$ cat config.mk
export PLATFORM = sky130hd
export DESIGN_NAME = router_fsm
export DESIGN_NICKNAME = d
export VERILOG_FILES = /design/src/rtl/router_fsm.sv
export SDC_FILE = /design/constraint.sdc
export NUM_CORES = 1
export LEC_CHECK = 0
export ABC_AREA = 1
export CAP_MARGIN = 20
export CORE_MARGIN = 8
export CORE_UTILIZATION = 25
export DETAILED_ROUTE_END_ITERATION = 8
export GPL_TIMING_DRIVEN = 1
export PLACE_DENSITY_LB_ADDON = 0.2
export SLEW_MARGIN = 30
export SYNTH_ARGS = -nofsm -noshare
export SYNTH_HDL_FRONTEND = slang
export SYNTH_SLANG_ARGS = --single-unit
export TNS_END_PERCENT = 10
$ cat constraint.sdc
create_clock -name clock -period 1.9 [get_ports clock]
set_clock_uncertainty 0.1 [all_clocks]
set_input_delay 0.38 -clock clock [delete_from_list [all_inputs] [get_ports clock]]
set_output_delay 0.38 -clock clock [all_outputs]
set_load 0.05 [all_outputs]
$ cat src/rtl/router_fsm.sv
// Packet-reception controller for the 1x3 router: decodes the destination,
// sequences header/payload/parity writes and handles FIFO-full stalls.
module router_fsm (
    input  logic       clock,
    input  logic       resetn,
    input  logic       pkt_valid,
    input  logic [1:0] data_in,
    input  logic       fifo_full,
    input  logic       fifo_empty_0,
    input  logic       fifo_empty_1,
    input  logic       fifo_empty_2,
    input  logic       soft_reset_0,
    input  logic       soft_reset_1,
    input  logic       soft_reset_2,
    input  logic       parity_done,
    input  logic       low_pkt_valid,
    output logic       detect_add,
    output logic       lfd_state,
    output logic       ld_state,
    output logic       laf_state,
    output logic       full_state,
    output logic       rst_int_reg,
    output logic       write_enb_reg,
    output logic       busy
);

    typedef enum logic [2:0] {
        DECODE_ADDRESS     = 3'd0,
        LOAD_FIRST_DATA    = 3'd1,
        LOAD_DATA          = 3'd2,
        LOAD_PARITY        = 3'd3,
        FIFO_FULL_STATE    = 3'd4,
        LOAD_AFTER_FULL    = 3'd5,
        WAIT_TILL_EMPTY    = 3'd6,
        CHECK_PARITY_ERROR = 3'd7
    } state_t;

    state_t     state_q, state_d;
    logic [1:0] addr_q;
    logic [1:0] empty_idx;
    logic       empty_sel;
    logic       soft_sel;
    logic       addr_ok;

    assign addr_ok = pkt_valid && (data_in != 2'd3);

    // While decoding, the address is still on data_in; afterwards only the latched copy is valid.
    assign empty_idx = (state_q == DECODE_ADDRESS) ? data_in : addr_q;

    always_comb begin
        // NOTE: every combinational output gets a default first so no path can infer a latch.
        empty_sel = 1'b0;
        soft_sel  = 1'b0;
        case (empty_idx)
            2'd0:    empty_sel = fifo_empty_0;
            2'd1:    empty_sel = fifo_empty_1;
            2'd2:    empty_sel = fifo_empty_2;
            default: empty_sel = 1'b0;
        endcase
        case (addr_q)
            2'd0:    soft_sel = soft_reset_0;
            2'd1:    soft_sel = soft_reset_1;
            2'd2:    soft_sel = soft_reset_2;
            default: soft_sel = 1'b0;
        endcase
    end

    always_ff @(posedge clock or negedge resetn) begin
        if (!resetn) begin
            state_q <= DECODE_ADDRESS;
            addr_q  <= 2'd0;
        end else begin
            // NOTE: non-blocking assignments so every register samples pre-edge values.
            state_q <= state_d;
            if (state_q == DECODE_ADDRESS && addr_ok)
                addr_q <= data_in;
        end
    end

    always_comb begin
        state_d = state_q;
        case (state_q)
            DECODE_ADDRESS: begin
                if (addr_ok)
                    state_d = empty_sel ? LOAD_FIRST_DATA : WAIT_TILL_EMPTY;
            end
            WAIT_TILL_EMPTY: begin
                if (empty_sel)
                    state_d = LOAD_FIRST_DATA;
            end
            LOAD_FIRST_DATA: state_d = LOAD_DATA;
            LOAD_DATA: begin
                if (fifo_full)
                    state_d = FIFO_FULL_STATE;
                else if (!pkt_valid)
                    state_d = LOAD_PARITY;
            end
            FIFO_FULL_STATE: begin
                if (!fifo_full)
                    state_d = LOAD_AFTER_FULL;
            end
            LOAD_AFTER_FULL: begin
                if (parity_done)
                    state_d = DECODE_ADDRESS;
                else if (low_pkt_valid)
                    state_d = LOAD_PARITY;
                else
                    state_d = LOAD_DATA;
            end
            LOAD_PARITY: state_d = CHECK_PARITY_ERROR;
            CHECK_PARITY_ERROR: begin
                state_d = fifo_full ? FIFO_FULL_STATE : DECODE_ADDRESS;
            end
            default: state_d = DECODE_ADDRESS;
        endcase

        // The selected channel's timeout abandons whatever packet is in flight.
        if (state_q != DECODE_ADDRESS && soft_sel)
            state_d = DECODE_ADDRESS;
    end

    assign detect_add    = (state_q == DECODE_ADDRESS);
    assign lfd_state     = (state_q == LOAD_FIRST_DATA);
    assign ld_state      = (state_q == LOAD_DATA);
    assign laf_state     = (state_q == LOAD_AFTER_FULL);
    assign full_state    = (state_q == FIFO_FULL_STATE);
    assign rst_int_reg   = (state_q == CHECK_PARITY_ERROR);
    assign write_enb_reg = (state_q == LOAD_DATA) || (state_q == LOAD_PARITY) ||
                           (state_q == LOAD_AFTER_FULL);
    assign busy          = (state_q != DECODE_ADDRESS) && (state_q != LOAD_DATA);

endmodule

==> results.toml, run 1 <==
[layout]
layoutNonFillerInstCount = 138
final_area_um2 = 893
drive_gt1_frac = 0.252
antenna-diode-count = 0
finalNetCount = 126
area_growth_syn_to_layout_pct = 75.0

[drt]
dr.pass1.iters = 4
drtIter0Drc = 14
vias_per_cell = 4.49
drc_errors = 0
ant_nets = 0
vias = 620
wl_mm = 1.43
wl_per_cell_um = 10.4

[floorplan]
start_util = 0.263
coreArea_mm2 = 0.00194
row_count = 16
ios = 22
die_area_mm2 = 0.00374
die_x_um = 61.2
dieHeight_um = 61.2

[synth]
yosys.area_share.simple = 0.490
avgSynthCellArea_um2 = 6.08
yosysTopAreaCellShare = 0.245
synth_seq_area_share = 0.245
synth_common_cells = "26 x nand2_1, 12 x inv_1, 11 x nand3_1, 7 x nor2_1, 5 x dfrtp_1"
synth_area_um2 = 510
synth.area.top_cells = "dfrtp_1 25%, nand2_1 19%, nand3_1 11%"
synth_compound_area_frac = 0.147
yosysMostFrequentCell = "nand2_1"
ys_types = 22
synthCells = 84
syn_nets = 98
synth_xor_area_frac = 0
ys_async_sr_fraction = 1.00
synthMuxAreaShare = 0
synth_edf_count = 0
ys_warn_count = 0
synth_ff_type = "dfrtp_1"
synth_top_cell_by_area = "dfrtp_1"
synthAdderAreaFrac = 0
synth_top_family_by_area = "simple AND/OR/NAND/NOR gates"
ys_seq_elements = 5

[clock_network]
clock-sinks = 5
cts_made_buffers = 3
cts_tree = "done"
ctsRootBufferMaster = "clkbuf_4"
clockBufferDepth = 2
clk_latency_ps = 240
cts_max_level = 1
ctsHoldBuffers = 0
clkTransAtPathRegs_ps = 40

[critical_path]
end_kind = "output port"
path_buf_inv = 2
worstPathArrival_ps = 1310
slowest_delay_ps = 440
crit_path_cell_trace = "buf_4 -> nor3_4 -> a21o_1 -> buf_12"
critPathKind = "flip-flop to output port"
crit_slowest_cell = "dfrtp_2"
cp.required_ps = 1420
cp_top_family = "flip-flops"
start_kind = "flip-flop"
crit_fanout = 5

[placement]
portBuffers = 21
place_inst = 133
postPlaceCellArea_um2 = 856
hpwl_mm = 1.23
place_congestion = 0.772

[timing]
fin_crit_sh = 0.940
holdWs_ps = 255
drv_slew = 0
max_slew_margin = 0.782
tightest_slew_ps = 326
hold_viol = 0
finalCriticalPeriod_ps = 1790
fmax_ghz = 0.560
rsz0062_at_grt = "false"
final-setup-viol-count = 0

[global_route]
grt_pass1_wl_mm = 2.34
grt_max_degree = 10
grt_pass1_vias = 537
antenna_found_initial = 0
track_usage = 0.0807
globalRoute.totalOverflow = 0

[job]
cap_violations = 0

[pwr]
cellPowerDensity_mw_per_mm2 = 1870
p_leak_uw = 0.000440
ir_drop_uv = 926

[hold_path]
hold_class = "primary input to async pin"

[run_status]
status = "finished clean"
## cell usage in the layout (no fill, tap or decap), types with 2 or more instances in the layout
master and instances:
nand2_1 26, clkdlybuf4s50_1 13, inv_1 12, nand3_1 11
buf_12 8, nor2_1 6, o21ai_0 3, a21oi_1 3
clkbuf_4 3, buf_4 3, dfrtp_2 3, inv_2 2
nor3_2 2, dfrtp_1 2
## per-layer routing
metal | share of wire | GRT usage
met3 | 0.043 | 0.0146
met5 | 0 | 0
met1 | 0.46 | 0.105
met4 | 0 | 0.0399
met2 | 0.50 | 0.124
## path summary, 6_finish.rpt
path	start	to	slack, ps	cells past startpoint
setup reg to reg	state_q[0]	state_q[1]	220	10
max in group asynchronous	resetn	state_q[2]	1250	1
hold reg to reg	state_q[2]	state_q[2]	440	2
setup / recovery	state_q[1]	write_enb_reg	110	4
min in group clock	state_q[2]	state_q[2]	440	2
hold / removal	resetn	state_q[0]	260	1
## area by class of cell
cell class	count	area, um2
sequential	5	129
inverter	14	52.6
tap	27	33.8
timing repair buffer	24	313
fill	213	1050
multi-input combinational	64	339
clock buffer	4	26.3
## power breakdown
part,switching (uW),internal (uW)
registers,63.1,165
clock network,39.6,79.1
logic,776,550
## flip-flops by register name, indices dropped and copies added (netlist names)
name     cells
state_q      3
addr_q       2
## repair_timing
action                                  4_1_cts  5_1_grt
resized for setup                             1        2
pin swaps                                     0        1
endpoints found under the setup margin        2        7
buffers inserted                              0        1
## metrics by stage
step	setup WS [ps]	utilization	power, uW	TNS [ps]
global route	6.34	0.460	1810	0
CTS	7.28	0.455	1670	0
global placement	124	0.441	1540	0
floorplan	-89.0	-	1040	-202
detailed placement	115	0.441	1540	0
finish	114	0.460	1670	0
## cells by family after synthesis
group,after synthesis
AOI/OAI and AO/OA,12
DFF,5
and+or+nand+nor,52
buffers and inverters,15
(Power assumes the default switching activity.)
==> run 2: changes to the inputs <==
--- a/config.mk
+++ b/config.mk
@@ -7,6 +7,7 @@
 export LEC_CHECK = 0
 export ABC_AREA = 1
 export CAP_MARGIN = 20
+export CORE_ASPECT_RATIO = 1.25
 export CORE_MARGIN = 8
 export CORE_UTILIZATION = 25
 export DETAILED_ROUTE_END_ITERATION = 8
==> results.toml, run 2 (same netlist as run 1, synthesis figures left out) <==
[run_status]
status = "finished clean"

[layout]
drive_gt1_frac = 0.252
largest_reg_flops = 3
fin_util = 0.451
layout_commonest_cell = "nand2_1"
finalNetCount = 126
layoutNonFillerInstCount = 131
reg_top3 = "state_q: 3 flops, addr_q: 2 flops"
area_growth_syn_to_layout_pct = 73.3
layout_common_cells = "26 x nand2_1, 13 x clkdlybuf4s50_1, 12 x inv_1"
top_register = "state_q"
antenna-diode-count = 0

[timing]
holdWs_ps = 256
tightest_slew_ps = 312
drv_slew = 0
finalCriticalPeriod_ps = 1820
fmax_ghz = 0.548
max_slew_margin = 0.791
rsz0062_at_grt = "false"
fin_crit_sh = 0.961
final-setup-viol-count = 0
hold_viol = 0

[clock_network]
cts_max_level = 1
clk_latency_ps = 250
ctsRootBufferMaster = "clkbuf_4"
clockBufferDepth = 2
cts_tree = "done"
clock-sinks = 5
ctsHoldBuffers = 0
clkTransAtPathRegs_ps = 40
cts_made_buffers = 3

[drt]
vias_per_cell = 4.84
wl_mm = 1.53
drtIter0Drc = 2
wl_per_cell_um = 11.7
vias = 634
dr.pass1.iters = 4
ant_nets = 0
drc_errors = 0

[global_route]
grt_pass1_vias = 627
antenna_found_initial = 0
globalRoute.totalOverflow = 0
grt_max_degree = 10
track_usage = 0.0893
grt_pass1_wl_mm = 2.64

[critical_path]
cp.depth = 5
r2r_cells = 10
critPathKind = "flip-flop to output port"
worstPathArrival_ps = 1340
cp.required_ps = 1420
path_buf_inv = 2
crit_fanout = 8
end_kind = "output port"
cp_top_family = "flip-flops"
crit_slowest_cell = "dfrtp_2"
slowest_delay_ps = 480
crit_path_cell_trace = "nor2_4 -> nand2_4 -> o21ai_0 -> inv_1 -> buf_12"
start_kind = "flip-flop"

[hold_path]
hold_class = "primary input to async pin"

[floorplan]
dieHeight_um = 66.5
row_count = 18
die_x_um = 56.4
die_area_mm2 = 0.00375
ios = 22
coreArea_mm2 = 0.00196
start_util = 0.261

[pwr]
ir_drop_uv = 953
cellPowerDensity_mw_per_mm2 = 1910
p_leak_uw = 0.000439
power_uw = 1690

[placement]
hpwl_mm = 1.27
portBuffers = 21
place_congestion = 0.849
place_inst = 125

[job]
cap_violations = 0
run 2: repair_timing:
item                       4_1_cts  5_1_grt
setup endpoints to repair        3        3
buffers inserted                 0        2
hold endpoints to repair         0        0
resized for setup                2        1
pin swaps                        0        1
run 2: per-stage QoR:
stage | worst slack [ps] | instance area, um2 | setup TNS (ps)
after detailed placement | 92.3 | 840 | 0
final | 75.0 | 885 | 0
after floorplan | -89.0 | 524 | -202
after CTS | 33.6 | 868 | 0
after global placement | 103 | 840 | 0
after global routing | 6.59 | 885 | 0
run 2: layer usage:
metal | vias up | share of wire | global-route usage
met3 | 5 | 0.071 | 0.0456
met4 | 0 | 0.030 | 0.0542
met5 | - | 0 | 0
met1 | 285 | 0.42 | 0.0906
li1 | 326 | - | -
met2 | 18 | 0.48 | 0.144
run 2: path summary, 6_finish.rpt:
| path | startpoint | to | slack [ps] |
|---|---|---|---|
| max in group asynchronous | resetn | state_q[0] | 1230 |
| worst max register to register | state_q[0] | state_q[2] | 220 |
| worst min register to register | state_q[2] | state_q[2] | 480 |
| worst min-delay path | resetn | addr_q[1] | 260 |
| worst max-delay path | state_q[1] | busy | 80 |
| min in group clock | state_q[2] | state_q[2] | 480 |
run 2: area by class of cell:
type	count	area [um2]
Clock buffer	4	26.3
Fill cell	199	1070
Inverter	14	52.6
Multi-Input combinational cell	64	339
Sequential cell	5	129
Tap cell	20	25.0
Timing Repair Buffer	24	313
run 2: worst reg2reg max path, delay by kind of cell (launching register included):
family | cells | cell delay [ps]
and+or+nand+nor | 7 | 720
AOI/OAI and AO/OA | 2 | 180
buffers and inverters | 1 | 120
DFF | 1 | 450
run 2: report_power, final:
| group | leakage (uW) | switching, uW | total (uW) | internal [uW] |
|---|---|---|---|---|
| clock | 0.0000150 | 46.3 | 126 | 79.6 |
| combinational | 0.000365 | 762 | 1310 | 547 |
| sequential | 0.0000589 | 85.9 | 251 | 165 |
==> run 3: changes to the inputs <==
--- a/config.mk
+++ b/config.mk
@@ -10,8 +10,9 @@
 export CORE_ASPECT_RATIO = 1.25
 export CORE_MARGIN = 8
 export CORE_UTILIZATION = 25
+export CTS_CLUSTER_SIZE = 16
 export DETAILED_ROUTE_END_ITERATION = 8
-export GPL_TIMING_DRIVEN = 1
+export GPL_TIMING_DRIVEN = 0
 export PLACE_DENSITY_LB_ADDON = 0.2
 export SLEW_MARGIN = 30
 export SYNTH_ARGS = -nofsm -noshare
==> results.toml, run 3 (same netlist as run 1, synthesis figures left out) <==
[run_status]
status = "finished clean"

[drt]
drtIter0Drc = 17
vias_per_cell = 4.78
dr.pass1.iters = 4
wl_mm = 1.52
wl_per_cell_um = 11.6
drc_errors = 0
vias = 626
ant_nets = 0

[layout]
antenna-diode-count = 0
final_area_um2 = 783
layout_common_cells = "26 x nand2_1, 13 x clkdlybuf4s50_1, 12 x inv_1"
finalNetCount = 126
top_register = "state_q"
drive_gt1_frac = 0.243
largest_reg_flops = 3
layout_commonest_cell = "nand2_1"
reg_top3 = "state_q: 3 flops, addr_q: 2 flops"
area_growth_syn_to_layout_pct = 53.4

[critical_path]
timing.critical_path.from = "state_q[1]"
critPathKind = "flip-flop to output port"
crit-reg2reg-launch = "state_q[1]"
cp.required_ps = 1420
worstPathArrival_ps = 1340
r2r_setup_slack_ps = 210
crit_fanout = 8
end_kind = "output port"
start_kind = "flip-flop"

[pwr]
seqPwrFrac = 0.152
switching_share = 0.579
ir_drop_uv = 1040
power_uw = 1470
p_int_uw = 620
p_leak_uw = 0.000411
pwr-share-comb = 0.767
clockPowerShare = 0.082
switchingPower_uw = 853
cellPowerDensity_mw_per_mm2 = 1880

[timing]
tightest_slew_ps = 286
max_slew_margin = 0.810
fmax_ghz = 0.550
setup_tns_ps = 0
drv_slew = 0
hold_viol = 0
fin_crit_sh = 0.958
worst_slack_ps = 80.4
finalCriticalPeriod_ps = 1820
final-setup-viol-count = 0
rsz0062_at_grt = "true"

[global_route]
grt_pass1_wl_mm = 2.59
grt_pass1_vias = 635
grt_max_degree = 10
track_usage = 0.0842
globalRoute.totalOverflow = 0
antenna_found_initial = 0

[floorplan]
coreArea_mm2 = 0.00196
die_area_mm2 = 0.00375
die_x_um = 56.4
ios = 22
start_util = 0.261
row_count = 18
dieHeight_um = 66.5

[clock_network]
clock-sinks = 5
cts_tree = "done"
cts_made_buffers = 3
clockBufferDepth = 2
clkTransAtPathRegs_ps = 40
ctsHoldBuffers = 0
ctsRootBufferMaster = "clkbuf_4"
clk_latency_ps = 240
cts_max_level = 1

[placement]
hpwl_mm = 1.26
portBuffers = 21
postPlaceCellArea_um2 = 759
detailedPlace.worstSlack_ps = -386
place_congestion = 0.815

[hold_path]
hold_class = "primary input to async pin"

[job]
cap_violations = 0
-- run 3: cell types whose count changed in the layout (fill, tap and decap cells not counted), sizes merged --
cell and change:
buf -3, clkbuf +2, clkdlybuf4s15 +1
-- run 3: worst paths after layout --
path                                   end  cells past startpoint
worst max register to register  state_q[1]                     12
worst min-delay path            state_q[1]                      1
worst min register to register  state_q[2]                      2
worst max-delay path            full_state                      3
max in group asynchronous       state_q[2]                      1
min in group clock              state_q[2]                      2
-- run 3: cell type report --
type	instances	area, um2
fill	226	1180
multi-input combinational	64	339
timing repair buffer	23	205
sequential	5	128
inverter	14	52.6
clock buffer	4	26.3
tap	20	25.0
buffer	1	7.51
-- run 3: power groups by stage --
stage / registers [uW] / logic [uW] / clock network, uW
after floorplan: 204 / 839 / 0
after global placement: 220 / 1120 / 0
after detailed placement: 223 / 1120 / 0
after CTS: 223 / 1060 / 128
after global routing: 231 / 1240 / 134
final: 224 / 1130 / 120
-- run 3: what timing repair did --
action	CTS	global route
pin swaps	0	2
gates resized for setup	37	10
setup endpoints to repair	8	6
setup buffers	0	2
-- run 3: routing by layer --
metal  routed length, um  GRT usage  vias up
li1                    -          -      325
met1                 687     0.0862      282
met2                 776      0.157       19
met3                  54     0.0228        0
met4                   0     0.0361        0
met5                   0          0        -
-- run 3: metrics by stage --
step | hold slack (ps) | std cells | util
floorplan | -15.6 | 84 | -
global placement | 509 | 125 | 0.388
detailed placement | 523 | 125 | 0.388
CTS | 264 | 129 | 0.388
global route | 272 | 131 | 0.400
finish | 266 | 131 | 0.400
-- run 3: worst max-delay path, stage by stage, from the launching register on --
cell and delay, ps:
dfrtp_1 370, buf_4 180, nor3_2 240, buf_2 310
